--- src/rtl/seq_pkg.sv ---
// seq_pkg -- shared definitions for the seq_pc_stack program sequencer.
//   op_e        : sequencing operation encoding (codes 5-7 decode as STEP)
//   DEF_*       : default counter/page/stack sizes
//   lfsr_next   : one polynomial-counter step, width and tap given as args
package seq_pkg;

  typedef enum logic [2:0] {
    OP_STEP = 3'd0,
    OP_JMP  = 3'd1,
    OP_CALL = 3'd2,
    OP_RET  = 3'd3,
    OP_LDPG = 3'd4
  } op_e;

  localparam int DEF_PL_W      = 6;
  localparam int DEF_PU_W      = 4;
  localparam int DEF_STK_DEPTH = 5;

  // Shift right, feed XNOR(v[0], v[tap]) into the MSB. The all-ones state
  // is a fixed point and is intentionally left uncorrected. Bits above
  // w-1 must be zero on entry; callers truncate the result to w bits.
  function automatic logic [31:0] lfsr_next(input logic [31:0] v,
                                            input int unsigned w,
                                            input int unsigned tap);
    logic [31:0] r;
    r = v >> 1;
    r[5'(w - 1)] = ~(v[0] ^ v[5'(tap)]);
    return r;
  endfunction

endpackage

--- src/rtl/seq_pc_stack_if.sv ---
// seq_pc_stack_if -- operation/status bundle of the program sequencer.
//   en, op, tgt, page_in          : operation request (master -> slave)
//   pc, depth, stk_full,
//   stk_empty, pg_pending         : sequencer state (slave -> master)
//   ovf, unf                      : sticky stack faults, only when
//                                   SEQ_STACK_GUARD_EN is defined
interface seq_pc_stack_if
  import seq_pkg::*;
#(
  parameter int PL_W      = DEF_PL_W,
  parameter int PU_W      = DEF_PU_W,
  parameter int STK_DEPTH = DEF_STK_DEPTH
);
  localparam int DW = $clog2(STK_DEPTH + 1);

  logic                 en;
  logic [2:0]           op;
  logic [PL_W-1:0]      tgt;
  logic [PU_W-1:0]      page_in;
  logic [PU_W+PL_W-1:0] pc;
  logic [DW-1:0]        depth;
  logic                 stk_full;
  logic                 stk_empty;
  logic                 pg_pending;
`ifdef SEQ_STACK_GUARD_EN
  logic                 ovf;
  logic                 unf;

  modport master (output en, op, tgt, page_in,
                  input  pc, depth, stk_full, stk_empty, pg_pending, ovf, unf);
  modport slave  (input  en, op, tgt, page_in,
                  output pc, depth, stk_full, stk_empty, pg_pending, ovf, unf);
`else
  modport master (output en, op, tgt, page_in,
                  input  pc, depth, stk_full, stk_empty, pg_pending);
  modport slave  (input  en, op, tgt, page_in,
                  output pc, depth, stk_full, stk_empty, pg_pending);
`endif

endinterface

--- src/rtl/seq_ret_stack.sv ---
// seq_ret_stack -- shift-register return-address stack, top at index 0.
//   clk, rst : clock, synchronous active-high reset (clears entries)
//   push     : shift down, din enters at the top; oldest falls off when full
//   pop      : shift up; the bottom entry keeps its value
//   din, top : data in / current top entry
//   depth    : valid entry count, saturating at 0 and DEPTH
//   full     : depth == DEPTH
//   empty    : depth == 0
// push has priority if both strobes are high.
module seq_ret_stack #(
  parameter int W     = 10,
  parameter int DEPTH = 5,
  localparam int DW   = $clog2(DEPTH + 1)
) (
  input  logic          clk,
  input  logic          rst,
  input  logic          push,
  input  logic          pop,
  input  logic [W-1:0]  din,
  output logic [W-1:0]  top,
  output logic [DW-1:0] depth,
  output logic          full,
  output logic          empty
);

  logic [DEPTH-1:0][W-1:0] mem_q;
  logic [DW-1:0]           depth_q;

  assign full  = (depth_q == DW'(DEPTH));
  assign empty = (depth_q == '0);
  assign depth = depth_q;
  // Entries at or below the valid depth always equal the bottom entry
  // (reset clears all, pops duplicate the bottom upward), so when empty
  // the top already holds the stale bottom value.
  assign top   = mem_q[0];

  always_ff @(posedge clk) begin
    if (rst) begin
      mem_q   <= '0;
      depth_q <= '0;
    end else if (push) begin
      mem_q[0] <= din;
      for (int i = 1; i < DEPTH; i++) mem_q[i] <= mem_q[i-1];
      if (!full) depth_q <= depth_q + 1'b1;
    end else if (pop) begin
      for (int i = 0; i < DEPTH - 1; i++) mem_q[i] <= mem_q[i+1];
      if (!empty) depth_q <= depth_q - 1'b1;
    end
  end

endmodule

--- src/rtl/seq_pc_stack.sv ---
// seq_pc_stack -- program sequencer: page/polynomial PC plus return stack.
//   clk  : system clock, rising edge
//   rst  : synchronous reset, active high, overrides en
//   bus  : seq_pc_stack_if.slave (en/op/tgt/page_in in; pc/depth/
//          stk_full/stk_empty/pg_pending out; ovf/unf under guard)
// Optional: define SEQ_STACK_GUARD_EN for sticky ovf/unf flags; a RET on an
// empty stack then loads RST_PC instead of the stale bottom entry.
module seq_pc_stack
  import seq_pkg::*;
#(
  parameter int                   PL_W      = DEF_PL_W,
  parameter int                   PU_W      = DEF_PU_W,
  parameter int                   TAP       = 1,
  parameter int                   STK_DEPTH = DEF_STK_DEPTH,
  parameter logic [PU_W-1:0]      CALL_PAGE = '1,
  parameter logic [PU_W+PL_W-1:0] RST_PC    = '0
) (
  input  logic           clk,
  input  logic           rst,
  seq_pc_stack_if.slave  bus
);

  localparam int DW = $clog2(STK_DEPTH + 1);
  localparam int AW = PU_W + PL_W;

  logic [PU_W-1:0] pu_q, page_q;
  logic [PL_W-1:0] pl_q, pl_nxt;
  logic            pend_q;
  logic            push, pop;
  logic [AW-1:0]   stk_top;
  logic [DW-1:0]   stk_depth;
  logic            stk_full, stk_empty;

  assign pl_nxt = PL_W'(lfsr_next(32'(pl_q), PL_W, TAP));

  // Stack strobes are gated here; the stack's own reset wins over them.
  assign push = bus.en && (bus.op == OP_CALL);
  assign pop  = bus.en && (bus.op == OP_RET);

  seq_ret_stack #(.W(AW), .DEPTH(STK_DEPTH)) u_stk (
    .clk   (clk),
    .rst   (rst),
    .push  (push),
    .pop   (pop),
    .din   ({pu_q, pl_nxt}),  // return to the next sequential address
    .top   (stk_top),
    .depth (stk_depth),
    .full  (stk_full),
    .empty (stk_empty)
  );

`ifdef SEQ_STACK_GUARD_EN
  logic ovf_q, unf_q;
  assign bus.ovf = ovf_q;
  assign bus.unf = unf_q;
`endif

  always_ff @(posedge clk) begin
    if (rst) begin
      {pu_q, pl_q} <= RST_PC;
      page_q       <= '0;
      pend_q       <= 1'b0;
`ifdef SEQ_STACK_GUARD_EN
      ovf_q        <= 1'b0;
      unf_q        <= 1'b0;
`endif
    end else if (bus.en) begin
      case (bus.op)
        OP_JMP: begin
          pl_q   <= bus.tgt;
          if (pend_q) pu_q <= page_q;
          pend_q <= 1'b0;
        end
        OP_CALL: begin
          pl_q   <= bus.tgt;
          pu_q   <= pend_q ? page_q : CALL_PAGE;
          pend_q <= 1'b0;
`ifdef SEQ_STACK_GUARD_EN
          if (stk_full) ovf_q <= 1'b1;
`endif
        end
        OP_RET: begin
`ifdef SEQ_STACK_GUARD_EN
          if (stk_empty) begin
            {pu_q, pl_q} <= RST_PC;
            unf_q        <= 1'b1;
          end else begin
            {pu_q, pl_q} <= stk_top;
          end
`else
          {pu_q, pl_q} <= stk_top;
`endif
        end
        OP_LDPG: begin
          // First preload wins until a JMP/CALL consumes it.
          if (!pend_q) begin
            page_q <= bus.page_in;
            pend_q <= 1'b1;
          end
          pl_q <= pl_nxt;
        end
        default: pl_q <= pl_nxt;  // STEP and undefined codes
      endcase
    end
  end

  assign bus.pc         = {pu_q, pl_q};
  assign bus.depth      = stk_depth;
  assign bus.stk_full   = stk_full;
  assign bus.stk_empty  = stk_empty;
  assign bus.pg_pending = pend_q;

endmodule
--- src/flat_wrapper.sv ---
// flat-port wrapper written by rule: the top's interface ports become plain ports
module seq_pc_stack_flat import seq_pkg::*;
#(
  parameter int                   PL_W      = DEF_PL_W,
  parameter int                   PU_W      = DEF_PU_W,
  parameter int                   TAP       = 1,
  parameter int                   STK_DEPTH = DEF_STK_DEPTH,
  parameter logic [PU_W-1:0]      CALL_PAGE = '1,
  parameter logic [PU_W+PL_W-1:0] RST_PC    = '0
)
  (clk, rst, bus_en, bus_op, bus_tgt, bus_page_in, bus_pc, bus_depth, bus_stk_full, bus_stk_empty, bus_pg_pending);
  seq_pc_stack_if #(.PL_W(PL_W), .PU_W(PU_W), .STK_DEPTH(STK_DEPTH)) bus_i ();
  input  logic clk;
  input  logic rst;
  input wire logic [$bits(bus_i.en)-1:0] bus_en;
  input wire logic [$bits(bus_i.op)-1:0] bus_op;
  input wire logic [$bits(bus_i.tgt)-1:0] bus_tgt;
  input wire logic [$bits(bus_i.page_in)-1:0] bus_page_in;
  output wire logic [$bits(bus_i.pc)-1:0] bus_pc;
  output wire logic [$bits(bus_i.depth)-1:0] bus_depth;
  output wire logic [$bits(bus_i.stk_full)-1:0] bus_stk_full;
  output wire logic [$bits(bus_i.stk_empty)-1:0] bus_stk_empty;
  output wire logic [$bits(bus_i.pg_pending)-1:0] bus_pg_pending;
  assign bus_i.en = bus_en;
  assign bus_i.op = bus_op;
  assign bus_i.tgt = bus_tgt;
  assign bus_i.page_in = bus_page_in;
  assign bus_pc = bus_i.pc;
  assign bus_depth = bus_i.depth;
  assign bus_stk_full = bus_i.stk_full;
  assign bus_stk_empty = bus_i.stk_empty;
  assign bus_pg_pending = bus_i.pg_pending;
  seq_pc_stack #(.PL_W(PL_W), .PU_W(PU_W), .TAP(TAP), .STK_DEPTH(STK_DEPTH), .CALL_PAGE(CALL_PAGE), .RST_PC(RST_PC)) u_core (.clk(clk), .rst(rst), .bus(bus_i));
endmodule
--- config.mk ---
export PLATFORM = sky130hd
export DESIGN_NAME = seq_pc_stack_flat
export DESIGN_NICKNAME = d
export VERILOG_FILES = /design/src/rtl/seq_pkg.sv /design/src/rtl/seq_pc_stack_if.sv /design/src/rtl/seq_ret_stack.sv /design/src/rtl/seq_pc_stack.sv /design/src/flat_wrapper.sv
export SDC_FILE = /design/constraint.sdc
export NUM_CORES = 1
export LEC_CHECK = 0
export ABC_AREA = 1
export CORE_MARGIN = 2
export CORE_UTILIZATION = 45
export DETAILED_ROUTE_END_ITERATION = 10
export PLACE_DENSITY = 0.66
export SETUP_SLACK_MARGIN = 0.4
export SYNTH_ARGS = -nofsm -noshare
export SYNTH_HDL_FRONTEND = slang
export SYNTH_SLANG_ARGS = --single-unit
--- constraint.sdc ---
create_clock -name clk -period 1.74 [get_ports clk]
set_input_delay 0.261 -clock clk [delete_from_list [all_inputs] [get_ports clk]]
set_output_delay 0.261 -clock clk [all_outputs]
set_load 0.02 [all_outputs]
# Word-level counts from Yosys, hierarchy flattened
# Index checks and enable logic that the tools add are counted.
op_classes:
  addsub: 2
  n_mux: 11
  bitwise_logic: 3
  n_reduce_logical: 11
  eq_ne: 8
ops:
  columns: ["cell", "count"]
  rows:
  - ["40-bit 2-to-1 mux", 2]
  - ["3-bit 2-to-1 mux", 4]
  - ["4-bit one-hot mux with 3 select lines", 1]
  - ["6-bit one-hot mux with 2 select lines", 1]
  - ["3-bit AND reduction", 3]
  - ["4-bit 2-to-1 mux", 2]
  - ["3-bit by 2-bit == test with 1-bit output (second input constant)", 2]
  - ["3-bit == test (second input constant)", 2]
  - ["2-bit by 1-bit != test with 1-bit output (second input constant)", 2]
  - ["2-bit nonzero test", 2]
  - ["3-bit by 1-bit adder with 3-bit output (second input constant)", 1]
  - ["3-bit by 1-bit == test with 1-bit output (second input constant)", 1]
  - ["3-bit zero test", 1]
  - ["3-bit nonzero test", 1]
  - ["3-bit by 1-bit subtractor with 3-bit output (second input constant)", 1]
  - ["1-bit logical AND", 2]
  - ["2-bit != test (second input constant)", 1]
  - ["1-bit inverter", 2]
  - ["1-bit one-hot mux with 2 select lines", 1]
  - ["2-bit AND reduction", 1]
  - ["2-bit OR reduction", 1]
  - ["1-bit XOR", 1]
word_totals:
  wordCells: 45
  in_bits: 16
  register_bits: 68
  out_inout_bits: 16

# Longest topological paths before layout
# Gate-level depths: netlist (run 1).
logic_depth:
  ltp_word: 4
  mapped_depth: 14
  ltp_nobuf: 13

# By module
# Synthesis (run 1) repeated with hierarchy kept, for this count alone.
hier_totals:
  hier_cells: 479
  hier_area_um2: 3347.0
modules_own_cells:
  columns: ["mod", "area_per_inst_um2", "seq_area_each_um2", "n_inst", "cells_per_inst"]
  rows:
  - ["seq_ret_stack", 2394.8, 1061.0, 1, 326]
  - ["seq_pc_stack", 952.2, 300.3, 1, 153]

# Least setup slack after synthesis (run 1)
# Ideal clock, no wire load.
synth_path:
  path_kind: "flip-flop to flip-flop"
  startpoint: "register u_core.u_stk.depth_q[2] (netlist: u_core.u_stk.depth[2])"
  endpoint: "register u_core.u_stk.depth_q[2] (netlist: u_core.u_stk.depth[2])"
  arrival_time_ps: 1576
  path_buffers: 0
  setup_ps: 112
  path_slack_ps: 52
  stages_incl_launch_ff: 8
  t_required_ps: 1628
  period_less_slack_ps: 1688
  cell_sequence: "dfxtp_1 inv_1 nor3_1 nand2_1 nand3_1 nand2_1 nand2_1 nor2_1"
synth_via:
  elab_cells_between_ends: 11
  classes_between: "add/sub (2); eq/ne (3); mux (4); reduce/logical (2)"
synth_lines:
  columns: ["element", "line", "source"]
  rows:
  - ["start: declaration", "seq_ret_stack.sv:27", "logic [DW-1:0] depth_q;"]
  - ["start signal: assignment", "seq_ret_stack.sv:44", "if (!full) depth_q <= depth_q + 1'b1;"]
  - ["start signal: assignment", "seq_ret_stack.sv:47", "if (!empty) depth_q <= depth_q - 1'b1;"]
  - ["3-bit == test", "seq_ret_stack.sv:29", "assign full = (depth_q == DW'(DEPTH));"]
  - ["via bus_stk_full", "flat_wrapper.sv:21", "output wire logic [$bits(bus_i.stk_full)-1:0] bus_stk_full;"]
  - ["2-bit != test (no source line)", null, null]
  - ["3-bit AND reduction (no source line)", null, null]
# The timed path passes the listed nets, and every way through them passes these cells. The select of a mux whose other input is x is not followed.
# A chain may end at the register's enable or synchronous reset.

# Worst setup path after layout (run 1)
layout_path:
  startpoint: "register u_core.u_stk.depth_q[0] (netlist: u_core.u_stk.depth[0])"
  endpoint: "output port bus_stk_full"
layout_via:
  elab_chain_len: 1
layout_lines:
  columns: ["element", "line"]
  rows:
  - ["3-bit == test", "seq_ret_stack.sv:29"]
  - ["end: declaration", "flat_wrapper.sv:21"]
# Every way passes these cells.

==> results of run 1 <==
## flip-flops by register name (all words and copies together), names as in the netlist
register / cells
u_core.u_stk.mem_q: 40
u_core.u_stk.top: 10
u_core.pl_q: 6
u_core.page_q: 4
u_core.pu_q: 4
u_core.u_stk.depth: 3
u_core.bus.pg_pending: 1
## repair_timing
action / CTS / global route
pin swaps: 0 / 2
setup endpoints to repair: 75 / 19
gates resized for setup: 40 / 21
setup buffers: 0 / 1
## cells in the mapped netlist, drive strengths merged
| cell | number | area share (%) |
|---|---|---|
| inv | 20 | 2.6 |
| dfxtp | 68 | 47 |
| o21ai | 57 | 9.8 |
| o22ai | 29 | 6.3 |
| nor3 | 3 | 0.69 |
| o211ai | 5 | 1.3 |
| nand4 | 2 | 0.65 |
| nand3 | 15 | 2.6 |
| nor2 | 21 | 3.3 |
| buf | 12 | 2.1 |
| ha | 1 | 0.43 |
| a21oi | 49 | 8.5 |
| a31oi | 12 | 2.6 |
| or2 | 1 | 0.22 |
| nand2 | 67 | 8.7 |
| clkbuf | 16 | 2.1 |
| a41oi | 2 | 0.60 |
| xnor2 | 1 | 0.30 |
| a21o | 1 | 0.26 |
## critical path, cell delays in order (launching register included)
cell and delay (ns):
sky130_fd_sc_hd__dfxtp_4 0.38, sky130_fd_sc_hd__inv_4 0.04, sky130_fd_sc_hd__nor3_4 0.19, sky130_fd_sc_hd__buf_6 0.14
## final cells by class
type	count	area share [%]
clock inverters	2	0.946
well taps	77	2.60
multi-input cells	266	37.3
clock buffers	12	4.19
flip-flops and latches	68	37.0
inverters	20	2.26
repair buffers	60	15.7
## metal layers
layer / track usage (%) / up-vias
li1: - / 1429
met1: 29.2 / 1253
met2: 30.2 / 77
met3: 3.83 / 6
met4: 9.09 / 0
met5: 0 / -
## power by group through the flow
stage          Clock, mW  Sequential [mW]  Combinational [mW]
2_1_floorplan          0             1.72               0.207
3_3_place_gp           0             1.72               0.387
3_5_place_dp           0             1.72               0.392
4_1_cts             1.31             1.68               0.382
5_1_grt             1.37             1.69               0.432
6_report            1.27             1.68               0.388
## metrics by stage
stage | instances | util, %
after global placement | 490 | 55.6
after detailed placement | 490 | 55.6
after floorplan | 382 | -
final | 505 | 59.0
after global routing | 505 | 59.0
after CTS | 504 | 58.5
## cell families (layout without fill, tap and decap cells)
group                    after synthesis  count (layout)  share of synthesized area [%]
AO/OA/AOI/OAI                        155             155                           29.3
AND/OR/NAND/NOR                      109             109                           16.2
flip-flops                            68              68                           47.0
buffers and inverters                 48              94                           6.78
adder cells (fa/ha/maj)                1               1                          0.432
XOR/XNOR                               1               1                          0.302
## layout by cell type (no fill, tap or decap), types with 3 or more instances in the layout
cell / synthesis / routed
sky130_fd_sc_hd__a21oi_1: 49 / 49
sky130_fd_sc_hd__buf_4: 1 / 25
sky130_fd_sc_hd__o22ai_1: 29 / 29
sky130_fd_sc_hd__o21ai_1: 2 / 4
sky130_fd_sc_hd__clkdlybuf4s50_1: 0 / 11
sky130_fd_sc_hd__inv_2: 3 / 5
sky130_fd_sc_hd__buf_12: 0 / 5
sky130_fd_sc_hd__clkbuf_8: 0 / 11
sky130_fd_sc_hd__a31oi_1: 12 / 12
sky130_fd_sc_hd__clkdlybuf4s15_1: 0 / 3
sky130_fd_sc_hd__nand3_1: 15 / 15
sky130_fd_sc_hd__nor2_2: 1 / 3
sky130_fd_sc_hd__inv_1: 17 / 12
sky130_fd_sc_hd__dfxtp_2: 0 / 3
sky130_fd_sc_hd__nand2_1: 67 / 66
sky130_fd_sc_hd__dlygate4sd2_1: 0 / 8
sky130_fd_sc_hd__o21ai_0: 55 / 53
sky130_fd_sc_hd__dfxtp_1: 68 / 63
sky130_fd_sc_hd__nor2_1: 18 / 16
sky130_fd_sc_hd__o211ai_1: 5 / 5
sky130_fd_sc_hd__clkdlybuf4s15_2: 0 / 6
## worst min-delay path by stage
stage / end / slack [ns] / cells past startpoint
5_1_grt: u_core.u_stk.mem_q[42] / 0.49 / 2
6_report: u_core.u_stk.mem_q[44] / 0.47 / 2
3_5_place_dp: u_core.u_stk.mem_q[44] / 0.46 / 2
2_1_floorplan: u_core.u_stk.mem_q[41] / 0.33 / 1
3_3_place_gp: u_core.u_stk.mem_q[33] / 0.46 / 2
4_1_cts: u_core.u_stk.mem_q[44] / 0.47 / 2
==> impl.org, run 1 <==
** Power and ir drop
- For this design the ratio of total power to cell area is 902 nW/um^2.
- The clock network is responsible for 38.0% of the overall power.
- Static power due to leakage :: 1.41 nW
- The design draws 3.34 mW.
- Sequential power share :: 50.3%
- Psw :: 822 uW
- Of the total power, the share spent switching nets is between 20% and 30%.
- Internal power component :: 2.52 mW
- VDD sags by at most 534 uV.
- Per report_power, the combinational group accounts for 11.6% of the total.

** Run
- Across the run, the number of max-cap violations was 0.

** Synthesis
- Register bit count reported by yosys :: slightly below 70
- After synthesis, flip-flops and latches occupy about 47% of the total area.
- Number of distinct standard cells referenced by the synthesized netlist :: 27
- Each instance of the synthesized netlist takes up on average between 7 and 8 um^2.
- The cell count after synthesis came out at 382.
- Synth warnings :: 0
- The synthesized netlist occupies a cell area of 2900 um^2.
- Net count after synthesis :: 399

** Die
- The initial utilization of the core area, before any placement, comes to ~46%.
- Row count :: 29
- I/O pin total :: 32
- The floorplan step set the die width to ~84 um.
- Height of the die :: between 80 and 90 um
- The total area inside the core boundary comes to 6280 um^2.
- Die footprint :: approximately 7100 um^2

** Setup path
- CP Data Arrival Time :: around 1.1 ns
- Endpoint kind of the worst setup timing path :: primary output
- Measured in cells, the most critical reg-to-reg path has a length of 9.
- The worst setup path is launched from a register.
- The setup check on the worst reg-to-reg path leaves a slack of 0.53 ns.
- Worst-path maximum fanout :: 4
- Endpoint of the lowest-slack register-to-register path :: u_core.u_stk.depth[2]
- Startpoint-to-endpoint class of the critical path :: reg2out
- Required arrival time at the worst endpoint :: 1.48 ns
- The most critical setup path has its startpoint at u_core.u_stk.depth[0].
- In this run the critical register-to-register path is launched from u_core.u_stk.depth[1].
- Termination of the worst setup path :: bus_stk_full

** CTS
- Clock tree root buffer cell :: sky130_fd_sc_hd__clkbuf_8
- Quantity of hold-fixing buffers added after cts :: 0
- The clock reaches the later pin of the worst-skew pair after 0.34 ns.
- After clock tree synthesis, the clock-pin slew on the worst setup and hold paths is 0.07 ns.
- Clock Tree Buf Depth :: 2
- Clock Sink Count :: 68
- Clock tree synthesis inserted a total of 9 buffers.
- TritonCTS built the clock tree.
- H-tree Lvls :: 3

** Route
- Met2 layer wire length in the routed design :: ~3100 um
- Summed over all layers, the routed wires come to just over 7000 um.
- In the detailed route, the total length drawn on met3 is between 400 and 500 um.
- Drt first pass iters :: 4
- The detail route stage leaves a number of antenna-violating nets equal to 0.
- Routed signal wires occupy layers up through met4.
- Routed vias :: 2765
- Dividing the detail-routed via count by the number of cells gives 5.48.
- The detailed router finished its first iteration with 232 violations.
- Met1 wire length :: ~3500 um
- DRC violation count after routing :: 0
- Wirelength per Cell :: 14.0 um

** Global route
- In the global route stage, overall resource usage came out at 20.5%.
- The via count of the first global-routing pass is 2444.
- The number of antenna violations at the first check in global routing is 0.
- The first global-routing pass estimated 11700 um of wire.
- Total global routing overflow :: 0
- Maximum number of pins on one net before global-route repair :: between 60 and 70

** Timing
- The final count of pins violating max slew came to 0.
- Final setup skew :: 0.00816 ns
- Setup repair after global routing could not meet its margin everywhere.
- The routed design could run at a clock period as short as 1.35 ns.
- Adding up every negative setup slack in the final design gives 0 ns.
- Setup violations remaining at the end of the flow were counted as 0.
- Final critical-path share of the clock period :: 77.8%
- Worst setup margin :: 0.386 ns
- For the pin with the worst max-slew slack, the measured transition is about 0.31 ns.
- Final hold slack :: 0.471 ns
- Highest clock frequency the design can meet :: approximately 740 MHz
- The worst pin sits at a relative slew slack of 79.0%.
- The number of hold violations in the final report is 0.

** Placed design
- GPL Wtd Cong :: 0.912
- Port buffering added 31 buffers.
- Post-Place Worst Slack :: -0.107 ns
- HPWL reported at the end of detailed placement :: 4640 um
- Cell area after placement :: about 3500 um^2

** Min path
- Worst min-delay path category :: reg2reg
- The worst hold path begins at u_core.u_stk.mem_q[44].

** Finish
- The filler cells instantiated in the layout total 580.
- Across the whole layout, storage elements account for 1370 um^2.
- Final instance area :: 3700 um^2
- At the end of the flow, the number of nets in the layout was 442.
- The number of antenna diodes in the final layout is 0.
- Area of the multi-input gates :: 1380 um^2
- Layout overhead on the synthesized area :: 27.9%
- Layout cell share with drive strength beyond 1 :: 17.8%

** Outcome
- The flow ran to the end, and the final reports show no timing, DRC or antenna violations.
No activity file was read; power rests on OpenSTA's default activity.
==> run 2: changes to the inputs <==
- clock period: 1.74 -> 1.3 ns (I/O delays scaled with it)
==> impl.org, run 2 (synthesis gave the netlist of run 1 again) <==
** CTS
- Clock-pin slew on the worst setup and hold paths :: 0.08 ns
- In this run the clock root is driven by a sky130_fd_sc_hd__clkbuf_8.
- TritonCTS built the clock tree.
- Clock Sink Count :: approximately 70
- In this run the deepest clock path goes through 2 buffers.
- Buffers inserted during clock tree synthesis total 9.
- Quantity of hold-fixing buffers added after cts :: 0
- H-tree Lvls :: 3
- Worst-skew pair later-pin latency :: 0.35 ns

** Timing
- Setup repair after global routing could not meet its margin everywhere.
- Derived from the worst setup path, the maximum achievable clock frequency is 774 MHz.
- Across all hold checks on the routed design, the worst slack comes to between 0.3 and 0.4 ns.
- Setup-failing EPs final :: 0
- The final count of pins violating max slew came to 0.
- Summed over all failing endpoints, the final setup total negative slack is 0 ns.
- Measured against its own limit, the worst slew margin works out to 82.2%.
- Hold Fails Final Rpt :: 0
- The final critical path takes up 99.4% of the cycle.
- Clock skew on the completed layout was measured at 0.00958 ns.
- Worst setup margin :: 0.00793 ns
- At the pin with the least slew margin, the transition time is roughly 0.27 ns.
- Min cycle time layout :: between 1 and 1.5 ns

** Global route
- Antenna violations before repair :: 0
- Entering global routing, the biggest net connects 24 pins.
- Total global routing overflow :: 0
- The first global-routing pass estimated 13700 um of wire.
- Via count of the first global-routing pass :: 2814
- Across every metal layer, demand over resource in global routing totals 24.0%.

** Setup path
- The worst setup path is launched from a register.
- CP startpoint :: u_core.u_stk.depth[2]
- R2r setup slk :: around 0.030 ns
- For the worst setup path, the data arrival time is 1.10 ns.
- The startpoint identified for the worst register-to-register timing path is u_core.u_stk.depth[1].
- The worst setup path is captured at a primary output.
- Worst-path maximum fanout :: 3
- The critical path in this run is classified as reg2out.
- Required arrival time at the worst endpoint :: approximately 1.1 ns

** Die
- Die footprint :: roughly 7100 um^2
- I/O pin total :: 32
- Height of the die :: around 84 um
- Measured along the x axis, the die boundary spans 84.2 um.
- The initial utilization of the core area, before any placement, comes to 46.1%.
- The floorplan step defined a core boundary enclosing 6280 um^2.
- In this run the core area contains 29 standard-cell rows.

** Route
- Antenna Nets Post-Route :: 0
- Drt first pass iters :: 5
- Wirelength per Cell :: 18.1 um
- Wires add up to 9970 um.
- Dividing the detail-routed via count by the number of cells gives ~6.
- DRC violation count after routing :: 0
- For this block, the initial DRC count from the detailed router was ~310.
- Summing over every cut layer, the via total after detailed routing is 3268.

** Power and ir drop
- The analysis attributes to cell leakage a power of roughly 1.8 nW.
- VDD IR max :: roughly 570 uV
- Overall power :: a little under 5 mW
- Dividing total power by cell area gives a power density of 1000 nW/um^2.

** Finish
- Final cell count without fillers :: roughly 550
- End-of-flow core utilization :: 76.9%
- The area growth from synthesis to layout is 66.7%.
- Layout cell share with drive strength beyond 1 :: a little under half
- The register with the most flip-flops in the layout has 40 of them.
- Top library cells by usage in the layout, fill and taps aside :: sky130_fd_sc_hd__nand2_1, sky130_fd_sc_hd__dfxtp_1, sky130_fd_sc_hd__buf_6
- The number of antenna diodes in the final layout is 0.
- Summing all non-filler instances in the final layout gives an area of 4830 um^2.
- Top reg by flops :: u_core.u_stk.mem_q
- Post-layout nets :: 488
- Most common library cell in the layout ignoring fill and taps :: sky130_fd_sc_hd__nand2_1

** Min path
- Source of the worst hold timing path :: bus_op[1]
- The min-delay analysis places its worst path in the category in2reg.

** Run
- Across the run, the number of max-cap violations was 0.

** Placed design
- Post-Place Worst Slack :: -0.489 ns
- After detailed placement, the design holds a cell count of 504.
- GPL Wtd Cong :: ~0.91
- HPWL reported at the end of detailed placement :: 4970 um
- Number of buffers added on ports :: 31
- The placed instances occupy a cell area of 3650 um^2.

** Outcome
- The run finished with clean final reports.
[run 2: cell types whose count changed in the layout (fill, tap and decap cells not counted), moves of 10 or more]
cell / before / now
sky130_fd_sc_hd__a21oi_1: 49 / 36
sky130_fd_sc_hd__buf_8: 0 / 10
sky130_fd_sc_hd__o21ai_2: 0 / 36
sky130_fd_sc_hd__nand2_1: 66 / 56
sky130_fd_sc_hd__a21oi_2: 0 / 13
sky130_fd_sc_hd__o21ai_0: 53 / 9
sky130_fd_sc_hd__buf_6: 1 / 38
[run 2: where the power goes]
part           leakage (nW)  total [mW]  internal [mW]  switching (mW)
sequential            0.562        2.27           2.17          0.0970
combinational          1.19       0.903          0.448           0.455
clock                0.0939        1.66          0.849           0.813
total                  1.85        4.83           3.47            1.36
[run 2: area by class of cell]
type	count	area, um^2
Inverter	20	96.3
Clock inverter	3	18.8
Timing Repair Buffer	106	1250
Clock buffer	12	166
Multi-Input combinational cell	266	1800
Sequential cell	68	1390
Fill cell	355	1450
Tap cell	77	96.3
[run 2: path summary, 6_finish.rpt]
path | endpoint | cells after the start
worst max-delay path | bus_stk_full | 3
worst max register to register | u_core.u_stk.depth[2] | 11
worst min register to register | u_core.u_stk.mem_q[46] | 2
worst min-delay path | u_core.pl_q[1] | 4
[run 2: repair_timing]
item,in CTS,in global routing
setup endpoints to repair,84,80
pin swaps,24,35
gates resized for setup,175,149
buffers inserted,18,7
cloned,4,4
hold endpoints to repair,0,0
[run 2: critical path: stages, from the launching register on]
cell	delay, ns
sky130_fd_sc_hd__dfxtp_4	0.38
sky130_fd_sc_hd__inv_4	0.05
sky130_fd_sc_hd__nor3_4	0.18
sky130_fd_sc_hd__buf_6	0.14
[run 2: metal layers]
layer | global-route usage [%] | up-vias | wire length [um]
met2 | 38.7 | 147 | 4900
li1 | - | 1536 | -
met4 | 9.24 | 0 | 221
met1 | 32.0 | 1558 | 4260
met5 | 0 | - | 0
met3 | 4.52 | 27 | 593
==> run 3: changes to the inputs <==
- CTS_BUF_LIST: unset -> sky130_fd_sc_hd__clkbuf_4 sky130_fd_sc_hd__clkbuf_8 sky130_fd_sc_hd__clkbuf_16
==> impl.org, run 3 (synthesis gave the netlist of run 1 again) <==
** CTS
- Number of buffers added by the clock tree synthesis step :: 9
- Clock-pin slew on the worst setup and hold paths :: ~0.080 ns
- Worst-skew pair later-pin latency :: 0.34 ns
- In this run the deepest clock path goes through 2 buffers.
- Clock tree root buffer cell :: sky130_fd_sc_hd__clkbuf_8
- Clock tree from TritonCTS :: yes
- Clock Sink Count :: between 60 and 70
- CTS built an H-tree with a depth of 3.

** Die
- Height of the die :: 84.2 um
- Row count :: 29
- Placeable core region :: 6280 um^2
- X dimension of the die :: 84.2 um
- I/O pin total :: 32
- The initial utilization of the core area, before any placement, comes to 46.1%.
- Die footprint :: 7090 um^2

** Timing
- Highest clock frequency the design can meet :: roughly 800 MHz
- Final setup skew :: 0.00930 ns
- Final max-slew violation count :: 0
- The smallest clock period supported by the final layout is computed as 1.29 ns.
- Pin slew with the least headroom to its limit :: 0.261 ns
- Hold Fails Final Rpt :: 0
- Final critical-path share of the clock period :: 99.0%
- Setup-failing EPs final :: 0
- Setup slack closes at 0.0126 ns.
- Setup repair after global routing missed its margin :: true
- In this run the tightest slew margin relative to its limit is 82.5%.
- Final hold analysis gives a worst-case slack of 0.365 ns.

** Route
- Total wire length after detailed routing :: between 10000 and 15000 um
- Before antenna repair, the detailed router went through 6 iterations.
- Vias per cell :: 5.86
- The count of nets left with antenna violations once routing finished came out at 0.
- For this run, design rule violations remaining after detail routing come to 0.
- Initial DRC count :: around 300
- For this block, wires on met1 add up to 4400 um.
- Dividing the detail-routed wire length by the instance count gives 18.1 um.
- After detailed routing, the met3 layer carries 543 um of wire.
- The routed design uses around 4800 um of met2 wire.
- Routed vias :: 3235
- Top layer reached by signal wires :: met4

** Global route
- Global-route wire length before repair :: 13700 um
- Maximum number of pins on one net before global-route repair :: 24
- The via count of the first global-routing pass is approximately 2800.
- GRT Overall Usage :: 24.0%
- Total global routing overflow :: 0
- Antenna violations before repair :: 0

** Placed design
- Before CTS, the worst setup slack after placement is -0.489 ns.
- HPWL reported at the end of detailed placement :: 4970 um
- The congestion estimate from routability-driven global placement came to 0.911.
- Input and output buffers added on the ports amount to 31.

** Power and ir drop
- VDD IR max :: 566 uV
- The design draws 4.85 mW.
- Clock share of power :: 34.6%
- Share of total power consumed by net switching :: around 28%
- For this design the ratio of total power to cell area is roughly 1000 nW/um^2.
- In this run, the combinational gates consume between 10% and 20% of the power.
- The analysis attributes to cell leakage a power of about 1.9 nW.
- Summed over all nets, the switching power comes to ~1.4 mW.
- Sequential power share :: 46.8%
- Internal power comes to 3.49 mW.

** Finish
- The number of antenna diodes in the final layout is 0.
- Largest register FFs :: 40
- Most common library cell in the layout ignoring fill and taps :: sky130_fd_sc_hd__nand2_1
- Post-layout nets :: between 400 and 500
- Layout overhead on the synthesized area :: 66.8%
- Top reg by flops :: u_core.u_stk.mem_q
- Top library cells by usage in the layout, fill and taps aside :: sky130_fd_sc_hd__nand2_1, sky130_fd_sc_hd__dfxtp_1, sky130_fd_sc_hd__buf_6
- Cells with a size suffix above 1 make up between 40 and 50% of the layout.

** Setup path
- Worst-path maximum fanout :: 3
- Endpoint kind of the worst setup timing path :: primary output
- The worst setup path is launched from a register.
- The critical path is of the reg2out type.
- CP Data Arrival Time :: 1.09 ns
- Data on the critical path is required at its endpoint by roughly 1.1 ns.

** Min path
- The min-delay analysis places its worst path in the category in2reg.

** Outcome
- Run status :: finished clean

** Run
- Maximum Capacitance Violations :: 0
-- run 3: final cells by class --
class / instances / area [um^2]
Clock inverter: 3 / 18.8
Fill cell: 355 / 1450
Multi-Input combinational cell: 266 / 1800
Timing Repair Buffer: 106 / 1250
Inverter: 20 / 96.3
Sequential cell: 68 / 1390
Tap cell: 77 / 96.3
Clock buffer: 12 / 170
-- run 3: worst paths after layout --
| kind | slack (ns) | cells past startpoint | startpoint | to |
|---|---|---|---|---|
| hold / removal | 0.36 | 4 | bus_op[1] | u_core.pl_q[1] |
| hold reg to reg | 0.47 | 2 | u_core.u_stk.mem_q[41] | u_core.u_stk.mem_q[31] |
| setup reg to reg | 0.02 | 11 | u_core.u_stk.depth[1] | u_core.u_stk.depth[2] |
| setup / recovery | 0.01 | 3 | u_core.u_stk.depth[2] | bus_stk_full |
-- run 3: layer usage --
layer / up-vias / global-route usage, %
li1: 1537 / -
met3: 23 / 4.52
met5: - / 0
met2: 128 / 38.6
met4: 0 / 9.24
met1: 1547 / 32.0
-- run 3: critical path: stages, from the launching register on --
cell                      delay, ns
sky130_fd_sc_hd__dfxtp_4       0.38
sky130_fd_sc_hd__inv_4         0.05
sky130_fd_sc_hd__nor3_4        0.18
sky130_fd_sc_hd__buf_6         0.14
-- run 3: repair_timing --
item	4_1_cts	5_1_grt
buffers inserted	18	7
hold buffers	0	0
setup endpoints to repair	84	80
resized for setup	175	149
pin swaps	24	35
cloned	4	4
-- run 3: power groups by stage --
stage	clock network, mW	logic, mW	registers, mW
floorplan	0	0.289	2.30
global placement	0	0.560	2.29
detailed placement	0	0.571	2.29
CTS	1.68	0.696	2.24
global route	1.78	0.953	2.28
finish	1.68	0.904	2.27
-- run 3: per-stage QoR --
stage          instances  utilization (%)  instance area [um^2]  setup TNS, ns
6_report             552             77.0                  4830              0
2_1_floorplan        382                -                  3010        -0.0331
3_3_place_gp         504             58.2                  3650         -23.75
5_1_grt              552             77.0                  4830        -0.0563
4_1_cts              541             67.5                  4240              0
3_5_place_dp         504             58.2                  3650         -25.67
